--- src/rtl/swi_debouncer.sv ---
// Two-flop synchroniser plus per-bit stability counter for the slide switches, with rise/fall pulses and a change counter.
// Latency: SWI_db follows a stable SWI change after 1+DEBOUNCE_CYCLES edges past capture; no backpressure, every output is a flop.
module swi_debouncer #(
   parameter int NBITS_TOP       = 8,
   parameter int DEBOUNCE_CYCLES = 3,
   parameter int NBITS_CNT       = 8
) (
   input  logic                 clk_2,
   input  logic                 reset_n,
   input  logic [NBITS_TOP-1:0] SWI,
   output logic [NBITS_TOP-1:0] SWI_db,
   output logic [NBITS_TOP-1:0] rise,
   output logic [NBITS_TOP-1:0] fall,
   output logic                 any_change,
   output logic [NBITS_CNT-1:0] change_count
);

   localparam int CNT_W = (DEBOUNCE_CYCLES > 1) ? $clog2(DEBOUNCE_CYCLES) : 1;
   localparam logic [CNT_W-1:0] CNT_LAST = CNT_W'(DEBOUNCE_CYCLES - 1);

   generate
      if (DEBOUNCE_CYCLES < 1 || DEBOUNCE_CYCLES > 255) begin : g_bad_param
         $error("swi_debouncer: DEBOUNCE_CYCLES must be within 1..255");
      end
   endgenerate

   logic [NBITS_TOP-1:0] sync1_q, sync1_d;
   logic [NBITS_TOP-1:0] sync2_q, sync2_d;
   logic [NBITS_TOP-1:0] swi_db_q, swi_db_d;
   logic [CNT_W-1:0]     cnt_q [NBITS_TOP];
   logic [CNT_W-1:0]     cnt_d [NBITS_TOP];
   logic [NBITS_TOP-1:0] rise_q, rise_d;
   logic [NBITS_TOP-1:0] fall_q, fall_d;
   logic                 any_change_q, any_change_d;
   logic [NBITS_CNT-1:0] change_count_q, change_count_d;

   always_comb begin
      sync1_d        = SWI;
      sync2_d        = sync1_q;
      swi_db_d       = swi_db_q;
      cnt_d          = cnt_q;
      rise_d         = '0;
      fall_d         = '0;
      change_count_d = change_count_q;

      // Only sync2 is trusted; a run that breaks before completing restarts from zero.
      for (int i = 0; i < NBITS_TOP; i++) begin
         if (sync2_q[i] == swi_db_q[i]) begin
            cnt_d[i] = '0;
         end else if (cnt_q[i] == CNT_LAST) begin
            swi_db_d[i] = sync2_q[i];
            cnt_d[i]    = '0;
            rise_d[i]   = sync2_q[i];
            fall_d[i]   = ~sync2_q[i];
         end else begin
            cnt_d[i] = cnt_q[i] + CNT_W'(1);
         end
      end

      any_change_d = |(rise_d | fall_d);
      if (any_change_d) begin
         change_count_d = change_count_q + NBITS_CNT'(1);
      end
   end

   always_ff @(posedge clk_2) begin
      if (!reset_n) begin
         sync1_q        <= '0;
         sync2_q        <= '0;
         swi_db_q       <= '0;
         cnt_q          <= '{default: '0};
         rise_q         <= '0;
         fall_q         <= '0;
         any_change_q   <= 1'b0;
         change_count_q <= '0;
      end else begin
         sync1_q        <= sync1_d;
         sync2_q        <= sync2_d;
         swi_db_q       <= swi_db_d;
         cnt_q          <= cnt_d;
         rise_q         <= rise_d;
         fall_q         <= fall_d;
         any_change_q   <= any_change_d;
         change_count_q <= change_count_d;
      end
   end

   assign SWI_db       = swi_db_q;
   assign rise         = rise_q;
   assign fall         = fall_q;
   assign any_change   = any_change_q;
   assign change_count = change_count_q;

endmodule

--- config.mk ---
export PLATFORM = sky130hd
export DESIGN_NAME = swi_debouncer
export DESIGN_NICKNAME = d
export VERILOG_FILES = /design/src/rtl/swi_debouncer.sv
export SDC_FILE = /design/constraint.sdc
export NUM_CORES = 1
export LEC_CHECK = 0
export CORE_ASPECT_RATIO = 1.1
export CORE_MARGIN = 8
export CORE_UTILIZATION = 46
export CTS_BUF_LIST = sky130_fd_sc_hd__clkbuf_4
export DETAILED_ROUTE_END_ITERATION = 6
export GPL_TIMING_DRIVEN = 0
export HOLD_SLACK_MARGIN = 0.1
export PLACE_DENSITY = 0.76
export REMOVE_ABC_BUFFERS = 1
export SYNTH_ARGS = -nofsm -noshare
export SYNTH_HDL_FRONTEND = slang
export SYNTH_SLANG_ARGS = --single-unit
--- constraint.sdc ---
create_clock -name clk_2 -period 3.6 [get_ports clk_2]
set_input_delay 0.9 -clock clk_2 [delete_from_list [all_inputs] [get_ports clk_2]]
set_output_delay 0.9 -clock clk_2 [all_outputs]
set_load 0.03 [all_outputs]
==> impl_metrics.yaml <==
floorplanning:
  die-area_sq_um: 7580
  initial_core_util_pct: 47.1
  rows: 27
  core_sq_um: 4930
  ioPinCount: 43
  die_h_um: 90.5
  dieWidth_um: 83.7
final_layout:
  post_route_cells_drive_above_1_share_pct: 7.49
  antennaDiodeCount: 0
  utilization_pct: 58.8
  nFillCells: 448
  area_delta_synth_final_pct: 24.8
  finalNetCount: 281
critical_path:
  r2r_start: "cnt_q[8]"
  worstReg2RegEnd: "change_count[6]"
  worstSetupPathType: "reg -> out"
  rrSetupSlack_ps: 1970
  crit_start: "change_count[2]"
  worstSetupEndpoint: "change_count[2]"
  crit_family: "buffers and inverters"
  worst_setup_path_end_kind: "output port"
  reg2reg_depth: 6
  critPathMaxFanout: 8
  start_kind: "register"
  crit_buf_inv: 1
  critical_path.max_stage_delay_ps: 720
  crit_chain: "clkdlybuf4s50_1"
  cp_slowest_cell: "clkdlybuf4s50_1"
  worstPathRequired_ps: 2700
  path_depth: 1
  critPathArrivalTime_ps: 1550
cts:
  clkSinkCount: 65
  cts-root-buf: "clkbuf_4"
  cts_hold_buf: 0
  cts_buffer_depth: 2
  clkLatencyLatePin_ps: 390
  cts_tree: "built"
  htreeDepth: 3
  path_clk_slew_ps: 100
  tritoncts.num_buffers: 9
  cts_resized: 0
  post_cts_buffers: 0
flow_run:
  drv_cap: 0
sta:
  rsz0062_at_grt: "no"
  finalCriticalPeriod_ps: 2450
  fin_skew_ps: 11.6
  finalHoldViolCount: 0
  setup_tns_ps: 0
  fin_crit_sh_pct: 68.1
  slew_headroom_pct: 45.5
  timing.hold.ws_ps: 414
  drv_slew: 0
  setup_viol: 0
  worst_slew_pin_slew_ps: 817
  fmax_mhz: 408
outcome:
  status: "completed"
worst_hold_path:
  min_from: "cnt_q[8]"
  hold_path_class: "reg -> reg"
yosys:
  avgSynthCellArea_sq_um: 10.8
  syn_area_sq_um: 2320
  ys_seq_area_share_pct: 56.0
  synth_cells: 215
  ys_seq_elements: 65
  yosys_warnings: 0
  yosysUniqueCellTypes: 21
global_routing:
  antenna_found_initial: 0
  grt_pass1_wl_um: 6710
  grtUsageTotal_pct: 10.8
  grt_pass1_vias: 1612
  grt-ovfl-total: 0
  grt_max_degree: 56
power_and_ir_drop:
  total_power_mw: 1.17
  powerDensity_nw_per_um2: 402
  irDropWorstVdd_mv: 0.248
  leakagePower_nw: 1.11
place:
  gp_congestion: 0.684
  dp_hpwl_um: 2650
  portBuffers: 42
drt:
  ant_nets: 0
  drt-initial-drc-count: 38
  drt-pass1-iter-count: 4
  drc_errors: 0
  drt_wl_total_um: 3850
  vias_per_cell: 4.84
  avgRoutedWirePerCell_um: 11.9
  routed-via-count: 1574
## state kept, by name, summed over array words and instances, names as in the netlist
register	flops
SWI_db	8
any_change	1
change_count	8
cnt_q	16
fall	8
rise	8
sync1_q	8
sync2_q	8
## cell usage after synthesis (all sizes together)
library cell  count  area (sq um)
nor2             17          63.8
xor2              9          78.8
nor2b             9          56.3
nand3b            8          60.1
a22oi             4          40.0
nand2b            6          37.5
nand4             4          40.0
and4              2          17.5
clkbuf            6          22.5
inv               8          30.0
dfxtp            65          1300
and3              2          12.5
and2             18           114
nor3b            16           120
nand3             1          5.00
ha                9           113
nand2            16          60.1
mux2i            15           150
## through the flow
| step | std cells | instance area, sq um | setup WS (ps) |
|---|---|---|---|
| after floorplan | 209 | 2300 | 2040 |
| after global placement | 309 | 2790 | 487 |
| after detailed placement | 309 | 2790 | 1490 |
| after CTS | 325 | 2900 | 1100 |
| after global routing | 325 | 2900 | 1070 |
| final | 325 | 2900 | 1150 |
## cell type report
cell class	count	area, sq um	area share (%)
Tap cell	58	72.6	2.50
Clock buffer	10	75.1	2.59
Clock inverter	6	35.0	1.21
Sequential cell	65	1300	44.9
Multi-Input combinational cell	136	968	33.4
Timing Repair Buffer	42	415	14.3
Inverter	8	30.0	1.04
## kinds of logic (layout without fill, tap and decap cells)
logic type / after synthesis / count (layout) / share of synthesized area (%)
flops: 65 / 65 / 56.0
mux: 15 / 15 / 6.47
buf+inv: 14 / 66 / 2.26
fa+ha+maj: 9 / 9 / 4.85
compound gates: 4 / 4 / 1.72
simple gates: 99 / 99 / 25.3
xor+xnor: 9 / 9 / 3.39
## report_power, final
| part | total [mW] | internal, mW | switching (mW) |
|---|---|---|---|
| clock network | 0.393 | 0.145 | 0.248 |
| logic | 0.0369 | 0.0198 | 0.0171 |
| registers | 0.736 | 0.730 | 0.00617 |
| total | 1.17 | 0.895 | 0.271 |
## layout by cell type (no fill, tap or decap), types with 3 or more instances in the layout
| cell type | netlist | routed |
|---|---|---|
| clkdlybuf4s50_1 | 0 | 41 |
| nor2_1 | 17 | 17 |
| dfxtp_1 | 65 | 65 |
| nand3b_1 | 8 | 8 |
| and2_1 | 17 | 17 |
| xor2_1 | 9 | 9 |
| inv_1 | 8 | 8 |
| nand2_1 | 16 | 16 |
| ha_1 | 9 | 9 |
| nor3b_1 | 16 | 16 |
| clkbuf_4 | 0 | 10 |
| mux2i_1 | 15 | 15 |
| nand4_1 | 3 | 3 |
| clkinv_2 | 0 | 3 |
| nor2b_1 | 9 | 9 |
| nand2b_1 | 6 | 6 |
## how the worst min path moves through the flow
stage	to	slack, ps	depth (start not counted)
floorplan	cnt_q[0]	390	1
global placement	cnt_q[6]	400	1
detailed placement	cnt_q[8]	400	1
CTS	cnt_q[8]	420	1
global route	cnt_q[2]	430	1
finish	cnt_q[8]	410	1
## per-layer routing
metal / global-route usage [%] / vias to the layer above / wire, um
li1: - / 811 / -
met4: 6.92 / 0 / 95
met2: 18.3 / 26 / 1890
met3: 4.78 / 8 / 206
met1: 10.5 / 729 / 1660
met5: 0 / - / 0
Note: power is estimated with default switching activity, not from simulation.
